[src/rtl/approx_max_stream.sv]
// approx_max_stream: streaming frame maximum finder.
// Accepts a valid/ready stream of unsigned operands grouped into frames and
// reports the maximum, its 0-based beat index, the frame length and whether
// the frame was closed by MAX_LEN instead of in_last. An optional per-frame
// approximate mode clears the DROP low bits before compare and storage.
//
// Handshake: a beat transfers on a rising edge where in_valid && in_ready;
// a result transfers on a rising edge where out_valid && out_ready. in_ready
// and out_valid depend on registered state only, and out_valid/out_* stay
// stable until the result transfers.
module approx_max_stream #(
    parameter int WIDTH   = 8,
    parameter int DROP    = 1,
    parameter int MAX_LEN = 16,
    parameter int IDX_W   = $clog2(MAX_LEN)
) (
    input  logic             clk,
    input  logic             rst,
    input  logic             approx_en,
    input  logic             in_valid,
    output logic             in_ready,
    input  logic [WIDTH-1:0] in_data,
    input  logic             in_last,
    output logic             out_valid,
    input  logic             out_ready,
    output logic [WIDTH-1:0] out_max,
    output logic [IDX_W-1:0] out_idx,
    output logic [IDX_W:0]   out_len,
    output logic             out_trunc
);

    typedef enum logic [1:0] {
        IDLE  = 2'd0,
        ACCUM = 2'd1,
        HOLD  = 2'd2
    } state_t;

    // Mask that clears the DROP low bits; all ones when DROP is 0.
    localparam logic [WIDTH-1:0] MASK    = {WIDTH{1'b1}} << DROP;
    localparam logic [IDX_W:0]   LEN_CAP = (IDX_W + 1)'(MAX_LEN);

    state_t           state;
    logic             mode;
    logic [WIDTH-1:0] max_q;
    logic [IDX_W-1:0] idx_q;
    logic [IDX_W:0]   cnt_q;

    logic             beat;
    logic             first;
    logic             cur_mode;
    logic [WIDTH-1:0] masked;
    logic             bigger;
    logic [WIDTH-1:0] nxt_max;
    logic [IDX_W-1:0] nxt_idx;
    logic [IDX_W:0]   nxt_cnt;
    logic             at_cap;
    logic             close;

    assign in_ready  = (state != HOLD);
    assign out_valid = (state == HOLD);
    assign beat      = in_valid && in_ready;

    // Running max update for the beat currently on the input.
    always_comb begin
        first    = (state == IDLE);
        cur_mode = first ? approx_en : mode;
        masked   = cur_mode ? (in_data & MASK) : in_data;
        // Strict compare keeps the earliest index on ties.
        bigger   = masked > max_q;
        nxt_max  = max_q;
        nxt_idx  = idx_q;
        nxt_cnt  = cnt_q + 1'b1;
        if (first) begin
            nxt_max = masked;
            nxt_idx = '0;
            nxt_cnt = (IDX_W + 1)'(1);
        end else if (bigger) begin
            nxt_max = masked;
            nxt_idx = cnt_q[IDX_W-1:0];
        end
        // MAX_LEN >= 2, so a first beat never reaches the cap.
        at_cap = (nxt_cnt == LEN_CAP);
        close  = in_last || at_cap;
    end

    // Frame FSM, accumulator and result registers.
    always_ff @(posedge clk or posedge rst) begin
        if (rst) begin
            state     <= IDLE;
            mode      <= 1'b0;
            max_q     <= '0;
            idx_q     <= '0;
            cnt_q     <= '0;
            out_max   <= '0;
            out_idx   <= '0;
            out_len   <= '0;
            out_trunc <= 1'b0;
        end else begin
            case (state)
                IDLE, ACCUM: begin
                    if (beat) begin
                        if (state == IDLE) begin
                            mode <= approx_en;
                        end
                        max_q <= nxt_max;
                        idx_q <= nxt_idx;
                        cnt_q <= nxt_cnt;
                        if (close) begin
                            state     <= HOLD;
                            out_max   <= nxt_max;
                            out_idx   <= nxt_idx;
                            out_len   <= nxt_cnt;
                            out_trunc <= !in_last;
                        end else begin
                            state <= ACCUM;
                        end
                    end
                end
                HOLD: begin
                    if (out_ready) begin
                        state <= IDLE;
                    end
                end
                default: begin
                    state <= IDLE;
                end
            endcase
        end
    end

endmodule

[config.mk]
export PLATFORM = sky130hd
export DESIGN_NAME = approx_max_stream
export DESIGN_NICKNAME = d
export VERILOG_FILES = /design/src/rtl/approx_max_stream.sv
export SDC_FILE = /design/constraint.sdc
export NUM_CORES = 1
export LEC_CHECK = 0
export BUFFER_PORTS_ARGS = -buffer_cell sky130_fd_sc_hd__buf_2
export CORE_ASPECT_RATIO = 0.5
export CORE_MARGIN = 2
export CORE_UTILIZATION = 30
export CTS_BUF_LIST = sky130_fd_sc_hd__clkbuf_4 sky130_fd_sc_hd__clkbuf_8
export DETAILED_ROUTE_END_ITERATION = 16
export GPL_ROUTABILITY_DRIVEN = 0
export GPL_TIMING_DRIVEN = 1
export PLACE_DENSITY_LB_ADDON = 0.1
export SETUP_SLACK_MARGIN = 0.05
export SLEW_MARGIN = 20
export SYNTH_ARGS = -nofsm -noshare
export SYNTH_HDL_FRONTEND = slang
export SYNTH_SLANG_ARGS = --single-unit
[constraint.sdc]
create_clock -name clk -period 6.12 [get_ports clk]
set_input_delay 1.224 -clock clk [delete_from_list [all_inputs] [get_ports clk]]
set_output_delay 1.224 -clock clk [all_outputs]
set_load 0.005 [all_outputs]
Word-level counts from Yosys, hierarchy flattened
Index checks and enable logic that the tools add are counted.
W data, S select, Z words.
{"block": "classes", "addsub": 1, "order_cmp": 1, "n_eq_ne": 6, "muxes": 11, "reduce_logical": 8}
{"op": "$mux W8", "n": 2}
{"op": "$gt A8 B8 Y1", "n": 1}
{"op": "$mux W4", "n": 2}
{"op": "$mux W2", "n": 3}
{"op": "$add A5 B1 Y5 const B", "n": 1}
{"op": "$eq A5 B5 Y1 const B", "n": 1}
{"op": "$mux W5", "n": 1}
{"op": "$ne A2 B2 Y1 const B", "n": 2}
{"op": "$pmux W2 S2", "n": 1}
{"op": "$reduce_and A2 Y1", "n": 2}
{"op": "$reduce_and A3 Y1", "n": 1}
{"op": "$eq A2 B1 Y1 const B", "n": 1}
{"op": "$eq A2 B2 Y1 const B", "n": 1}
{"op": "$logic_not A2 Y1", "n": 1}
{"op": "$mux W1", "n": 2}
{"op": "$ne A2 B1 Y1 const B", "n": 1}
{"op": "$reduce_or A2 Y1", "n": 1}
{"op": "$logic_and A1 B1 Y1", "n": 1}
{"op": "$logic_not A1 Y1", "n": 1}
{"op": "$logic_or A1 B1 Y1", "n": 1}
{"block": "word_totals", "reg_bits": 38, "out_inout_bits": 20, "wordCells": 36}

Longest topological paths before layout
Gate-level depths: netlist of run 1.
{"block": "depth", "ltp_word": 7, "ltp_mapped": 12}

Least setup slack after synthesis of run 1
No wires, ideal clock.
{"block": "synth_path", "path_type": "input -> register", "startpoint": "input in_data[5]", "endpoint": "register out_max[0]", "setup_ps": 125, "arrival_time_ps": 2668, "t_required_ps": 5995, "path_slack_ps": 3327, "path_stages": 7, "n_path_buf": 0, "cell_sequence": "ha_1 -> a211o_1 -> nand2_1 -> nand4_1 -> nand2_1 -> o22ai_1 -> mux2_4"}
{"block": "synth_via", "elab_chain_cells": 3}
{"item": "start: declaration", "line": "22", "text": "input logic [WIDTH-1:0] in_data,"}
{"item": "$gt A8 B8 Y1", "line": "69", "text": "bigger = masked > max_q;"}
{"item": "$mux W8", "line": "77", "text": "end else if (bigger) begin"}
{"item": "$mux W8", "line": "73", "text": "if (first) begin"}
{"item": "end signal: assignment", "line": "110", "text": "out_max <= nxt_max;"}
{"item": "end: declaration", "line": "26", "text": "output logic [WIDTH-1:0] out_max,"}
Every way passes these cells.
A chain may end at the register's enable or synchronous reset.

Worst setup path in the final report of run 1
Same ends and word-level chain as after synthesis.

==> metrics.md, run 1 <==
| Metric | Value |
|---|---|
| Relative area change from synthesis to final layout | `18.4%` |
| Worst slack on hold paths | `482 ps` |
| Unrepaired setup endpoints after global routing | `false` |
| DR vias | `1383` |
| Worst setup path category | `primary input to register` |
| Wire length reported by the detailed router | `4040 µm` |
| First-pass DRT Iterations | `4` |
| Mean area per synthesized cell | `10.6 µm²` |
| Worst Slack Setup Final | `3290 ps` |
| Post-route total power | `983 µW` |
| Ratio of cells with drive above 1 in the final layout | `24.4%` |
| Proportion of netlist area held by the largest area contributor | `49.7%` |
| Met2 WL | `1740 µm` |
| Initial core utilization | `31.3%` |
| Cell with the most instances after synthesis | `sky130_fd_sc_hd__dfrtp_1` |
| Power Internal | `619 µW` |
| Site row count | `20` |
| Buffer depth of the longest clock path | `2` |
| Max-cap check violation count | `0` |
| Initial antenna violation count | `0` |
| Run status | `complete, no violations` |
| Count of antenna-violating nets left after detailed routing | `0` |
| Slowest stage cell on the critical path | `sky130_fd_sc_hd__nand2_1` |
| TritonCTS clock tree | `done` |
| Count of boundary I/O pins | `34` |
| Leakage | `1.10 nW` |
| Post-Syn Nets | `204` |
| Highest ir drop seen on vdd | `0.115 mV` |
| Clock Skew | `4.23 ps` |
| Ys async rst share | `100%` |
| Post-route non-filler standard cell count | `305` |
| Fin. Hold Viols | `0` |
| Synth top cells by count | `sky130_fd_sc_hd__dfrtp_1, sky130_fd_sc_hd__nand2_1, sky130_fd_sc_hd__o21ai_1, sky130_fd_sc_hd__mux2i_1` |
| Dominant register cell in the synthesized netlist | `sky130_fd_sc_hd__dfrtp_1` |
| Nature of the critical path endpoint | `register` |
| Post-CTS Hold Buffers | `0` |
| Chip width | `117 µm` |
| Overall fraction of global-route tracks in use | `13.3%` |
| Slowest Stage Delay on Critical Path | `400 ps` |
| Number of synthesized register bits | `38` |
| Syn Std Cell Area | `1910 µm²` |
| Warnings from Yosys | `0` |
| Total Negative Setup Slacks | `0 ps` |
| DRC viols | `0` |
| First-pass GRT wire length | `6980 µm` |
| Top post-synthesis cells by area | `sky130_fd_sc_hd__dfrtp_1, sky130_fd_sc_hd__mux2i_1, sky130_fd_sc_hd__ha_1` |
| CTS clk-pin slew, worst paths | `80 ps` |
| Sequential area share after synthesis | `49.7%` |
| Largest fanout on the critical path | `8` |
| Detailed-route vias per instance | `4.53` |
| Number of input and output port buffers inserted | `33` |
| Cell breakdown of the critical path | `buf_2 -> ha_1 -> a211o_1 -> nand2_1 -> nand4_1 -> nand2_1 -> o22ai_1 -> mux2_4` |
| Met3 wire length | `165 µm` |
| FF/Latch Area | `951 µm²` |
| Total Die Area | `7070 µm²` |
| Vias in the first global route | `1440` |
| Remaining global-route overflow | `0` |
| Number of fillers in the final layout | `656` |
| Clock Power Share | `18.7%` |
| Number of slew-limit violations in the final report | `0` |
| Clock insertion delay at the later pin of the skew report | `290 ps` |
| CTS-repair resized insts | `0` |
| Part of the total power dissipated in combinational logic | `40.0%` |
| Area inside the core boundary | `6110 µm²` |
| Portion of total power attributed to sequential cells | `41.3%` |
| HP Class | `register to register` |
| Normalized max-slew margin | `65.0%` |
| Post-layout min period | `2830 ps` |
| HPWL after DPL | `2920 µm` |
| Top Metal Used | `met4` |
| Fin nets | `239` |
| Inserted Diodes | `0` |
| Total area of multi-input combinational cells | `896 µm²` |
| Slew of the pin with the lowest slew margin | `525 ps` |
| Sw frac | `37.0%` |
| Chip Height | `60.5 µm` |
| CTS Buf Count | `5` |
| Largest net degree at the start of global routing | `39` |
| Endpoint required time on the critical path | `6290 ps` |
| Post-placement setup slack | `2990 ps` |
| Setup repair bufs after CTS | `0` |
| Detail-routed net length per standard cell | `13.3 µm` |
| Yosys top cell by area | `sky130_fd_sc_hd__dfrtp_1` |
| Number of H-tree branching levels | `2` |
| Power spent charging and discharging nets | `363 µW` |
| Buffer cell driving the clock tree root | `sky130_fd_sc_hd__clkbuf_8` |
| Number of cells produced by synthesis | `181` |
| DRC violation total after the first TritonRoute iteration | `58` |
| Power density normalized to cell area | `434 nW/µm²` |
| Count of endpoints failing setup in the final report | `0` |
| CTS sink count | `38` |
| Signal arrival time at the worst endpoint | `3010 ps` |
| Total instance count after detailed placement | `297` |
| Highest attainable clock frequency | `353 MHz` |
| Met1 WL | `2060 µm` |
| Most used cell, CP | `sky130_fd_sc_hd__nand2_1` |
| Startpoint kind of the worst setup timing path | `primary input` |
| Yosys cell types | `37` |
| Final period util | `46.3%` |
| Count of flip-flops with a built-in enable after synthesis | `0` |
## layer usage
metal / vias to the layer above / track usage [%]
met3: 8 / 4.20
met4: 0 / 4.71
met2: 21 / 20.8
li1: 705 / -
met1: 649 / 17.6
met5: - / 0
## stage by stage
step                      util [%]  area, µm²
after floorplan                  -       1910
final                         37.1       2270
after CTS                     37.1       2270
after detailed placement      35.6       2170
after global placement        35.6       2170
after global routing          37.1       2270
## power by group through the flow
stage                     combinational (mW)  clock (mW)  sequential [mW]
after floorplan                        0.294           0            0.401
after global placement                 0.400           0            0.407
after detailed placement               0.401           0            0.413
after CTS                              0.403       0.193            0.408
after global routing                   0.449       0.206            0.422
final                                  0.393       0.184            0.406
## kinds of logic (layout without fill, tap and decap cells)
kind of cell,Yosys count,after routing,synth area share [%]
AND/OR/NAND/NOR,53,53,13.9
AO/OA/AOI/OAI,42,42,14.1
flip-flops,38,38,49.7
multiplexers,20,20,11.2
buffers and inverters,16,52,3.79
adder cells (fa/ha/maj),9,9,5.89
XOR/XNOR,3,3,1.37
## cell type report
type	instances	area share [%]
tap	88	4.86
sequential	38	42.0
clock inverter	2	0.552
timing repair buffer	35	7.95
inverter	9	1.49
clock buffer	6	3.64
multi-input combinational	127	39.5
## path summary, 6_finish.rpt
| kind | from | endpoint | slack [ps] | depth (start not counted) |
|---|---|---|---|---|
| max in group asynchronous | rst | max_q[1] | 4740 | 3 |
| min | out_len[2] | out_len[2] | 480 | 2 |
| max | in_data[5] | out_max[0] | 3290 | 8 |
| min in group asynchronous | rst | max_q[4] | 1050 | 3 |
| max reg2reg | state[1] | out_max[0] | 3440 | 10 |
| min reg2reg | out_len[2] | out_len[2] | 480 | 2 |
## layout by cell type (no fill, tap or decap), types with 2 or more instances in the layout
cell type                   n
sky130_fd_sc_hd__dfrtp_1   38
sky130_fd_sc_hd__buf_2     33
sky130_fd_sc_hd__nand2_1   29
sky130_fd_sc_hd__o21ai_1   13
sky130_fd_sc_hd__mux2i_1   12
sky130_fd_sc_hd__inv_1      9
sky130_fd_sc_hd__ha_1       9
sky130_fd_sc_hd__o21ai_0    7
sky130_fd_sc_hd__nor2_1     6
sky130_fd_sc_hd__clkbuf_8   6
sky130_fd_sc_hd__a21oi_1    5
sky130_fd_sc_hd__nand2b_1   4
sky130_fd_sc_hd__nand3_1    4
sky130_fd_sc_hd__a32o_1     4
sky130_fd_sc_hd__mux2_1     4
sky130_fd_sc_hd__o31ai_1    3
sky130_fd_sc_hd__nand4_1    3
sky130_fd_sc_hd__mux2_2     3
sky130_fd_sc_hd__a21o_1     2
sky130_fd_sc_hd__xnor2_1    2
sky130_fd_sc_hd__buf_4      2
## sequential cells by signal, indices dropped and copies added (netlist names)
signal / cells
mode: 1
cnt_q: 5
out_trunc: 1
idx_q: 4
out_max: 8
out_len: 5
max_q: 8
out_idx: 4
state: 2
## critical path: cells and delay by family
family / cells / cell delay [ps]
buffers and inverters: 1 / 120
AO/OA/AOI/OAI: 2 / 440
adder cells (fa/ha/maj): 1 / 300
multiplexers: 1 / 290
AND/OR/NAND/NOR: 3 / 630
No activity file was read; power rests on OpenSTA's default activity.
==> run 2, diff against run 1 <==
- clock period: 6.12 -> 2.83 ns (I/O delays scaled with it)
==> run 2 against run 1 <==
Combinational power grew 130%. First-iteration DRC count decreased by 10%. Cell area grew 3.4%. Worst hold slack got worse by 160 ps. Register-to-register slack lost 3100 ps. Final cell count increased by 0.98%. Global-route usage down 0.22 points. Via count up 3.7%. Die area stayed put. Critical path depth is 1 higher. Clock-buffer cell count unchanged. Sequential cell count did not move.
==> metrics.md, run 2 (synthesis gave the netlist of run 1 again) <==
| Metric | Value |
|---|---|
| DRC viols | `0` |
| R2r setup slk | `330 ps` |
| Wire length reported by the detailed router | `4120 µm` |
| Detailed-route vias per instance | `4.66` |
| Portion of total power attributed to sequential cells | `37.3%` |
| Overall fraction of global-route tracks in use | `13.0%` |
| Nature of the critical path endpoint | `register` |
| HP Class | `primary input to async pin` |
| Number of input and output port buffers inserted | `33` |
| Clock Skew | `7.23 ps` |
| Site row count | `20` |
| CTS-repair resized insts | `0` |
| CTS Buf Count | `5` |
| Clock Power Share | `24.8%` |
| Ratio of cells with drive above 1 in the final layout | `25.5%` |
| Remaining global-route overflow | `0` |
| Initial antenna violation count | `0` |
| Detail-routed net length per standard cell | `13.4 µm` |
| Chip width | `117 µm` |
| Fin nets | `242` |
| Relative area change from synthesis to final layout | `22.5%` |
| First-pass DRT Iterations | `4` |
| Number of H-tree branching levels | `2` |
| Inserted Diodes | `0` |
| Reg-to-Reg End | `max_q[1]` |
| Total instance count after detailed placement | `300` |
| Leakage | `1.14 nW` |
| Slowest Stage Delay on Critical Path | `440 ps` |
| Count of antenna-violating nets left after detailed routing | `0` |
| Most frequent cells in the layout | `sky130_fd_sc_hd__dfrtp_1, sky130_fd_sc_hd__buf_2, sky130_fd_sc_hd__nand2_1` |
| Part of the total power dissipated in combinational logic | `37.9%` |
| Run status | `complete, no violations` |
| Clock insertion delay at the later pin of the skew report | `300 ps` |
| Slowest stage cell on the critical path | `sky130_fd_sc_hd__dfrtp_1` |
| Count of boundary I/O pins | `34` |
| Post-route non-filler standard cell count | `308` |
| Buffer depth of the longest clock path | `2` |
| Endpoint required time on the critical path | `3010 ps` |
| Post-CTS Hold Buffers | `0` |
| Initial core utilization | `31.3%` |
| Commonest non-fill, non-tap cell in the layout | `sky130_fd_sc_hd__dfrtp_1` |
| Reg-to-reg critical path startpoint | `state[1]` |
| Power spent charging and discharging nets | `802 µW` |
| Worst setup path category | `register to register` |
| Normalized max-slew margin | `60.6%` |
| Power Internal | `1.54 mW` |
| Startpoint kind of the worst setup timing path | `register` |
| Total Die Area | `7070 µm²` |
| Largest net degree at the start of global routing | `25` |
| Largest fanout on the critical path | `13` |
| Highest attainable clock frequency | `400 MHz` |
| Sw frac | `34.2%` |
| Worst slack on hold paths | `320 ps` |
| Chip Height | `60.5 µm` |
| Number of slew-limit violations in the final report | `0` |
| Signal arrival time at the worst endpoint | `2680 ps` |
| Slew of the pin with the lowest slew margin | `590 ps` |
| DRC violation total after the first TritonRoute iteration | `52` |
| Setup repair bufs after CTS | `0` |
| Area inside the core boundary | `6110 µm²` |
| Unrepaired setup endpoints after global routing | `false` |
| Final period util | `88.3%` |
| Max-cap check violation count | `0` |
| Buffer cell driving the clock tree root | `sky130_fd_sc_hd__clkbuf_8` |
| Post-layout min period | `2500 ps` |
| Highest ir drop seen on vdd | `0.350 mV` |
| Fin. Hold Viols | `0` |
| Cell breakdown of the critical path | `or2_1 -> nand2_1 -> nand3_1 -> ha_1 -> nand4_1 -> nor2_1 -> a32oi_2 -> nand3_2 -> mux2_1` |
| Power density normalized to cell area | `1000 nW/µm²` |
| Vias in the first global route | `1370` |
| Total Negative Setup Slacks | `0 ps` |
| CTS clk-pin slew, worst paths | `80 ps` |
| First-pass GRT wire length | `6800 µm` |
| HPWL after DPL | `3060 µm` |
| Count of endpoints failing setup in the final report | `0` |
| CTS sink count | `38` |
| Registers with the most flip-flops | `max_q x8, out_max x8` |
| TritonCTS clock tree | `done` |
| DR vias | `1434` |
| Path depth of the worst reg2reg path | `9` |
## run 2: cell count changes in the layout (fill, tap and decap cells not counted), sizes merged
cell and delta:
buf +3, bufinv +2, clkinv -1, clkinvlp -1
## run 2: power by group through the flow
| stage | registers [mW] | logic (mW) | clock network (mW) |
|---|---|---|---|
| final | 0.875 | 0.887 | 0.582 |
| after floorplan | 0.868 | 0.635 | 0 |
| after global routing | 0.906 | 1.01 | 0.618 |
| after detailed placement | 0.891 | 0.891 | 0 |
| after global placement | 0.883 | 0.885 | 0 |
| after CTS | 0.880 | 0.894 | 0.601 |
## run 2: layout make-up
class / count / area (µm²)
Timing Repair Buffer: 38 / 203
Sequential cell: 38 / 951
Multi-Input combinational cell: 127 / 903
Clock inverter: 2 / 60.1
Tap cell: 88 / 110
Clock buffer: 6 / 82.6
Fill cell: 623 / 3760
Inverter: 9 / 33.8
## run 2: metal layers
layer	global-route usage, %	part of all wire [%]	up-vias	wire (µm)
li1	-	-	711	-
met1	17.6	51	694	2090
met2	20.1	44	22	1790
met3	3.90	4.2	7	171
met4	5.04	1.5	0	63
met5	0	0	-	0
## run 2: worst max path at each step
| stage | to | slack, ps | cells after the start | start |
|---|---|---|---|---|
| floorplan | out_max[0] | 450 | 11 | state[1] |
| global placement | out_max[0] | 380 | 10 | state[1] |
| detailed placement | out_max[0] | 350 | 10 | state[1] |
| CTS | out_max[0] | 340 | 10 | state[1] |
| global route | max_q[3] | 160 | 9 | state[1] |
| finish | max_q[1] | 330 | 9 | state[1] |
## run 2: critical path: cells and delay by family, from the launching register on
family	cells	cell delay, ps
multiplexers	1	420
adder cells (fa/ha/maj)	1	300
AO/OA/AOI/OAI	1	200
AND/OR/NAND/NOR	6	1010
flip-flops	1	440
## run 2: through the flow
step	setup slack (ps)	area, µm²	utilization, %	total power [mW]
floorplan	452	1910	-	1.50
finish	332	2340	38.4	2.34
CTS	339	2340	38.3	2.37
global route	159	2340	38.4	2.53
detailed placement	351	2190	35.9	1.78
global placement	380	2190	35.9	1.77
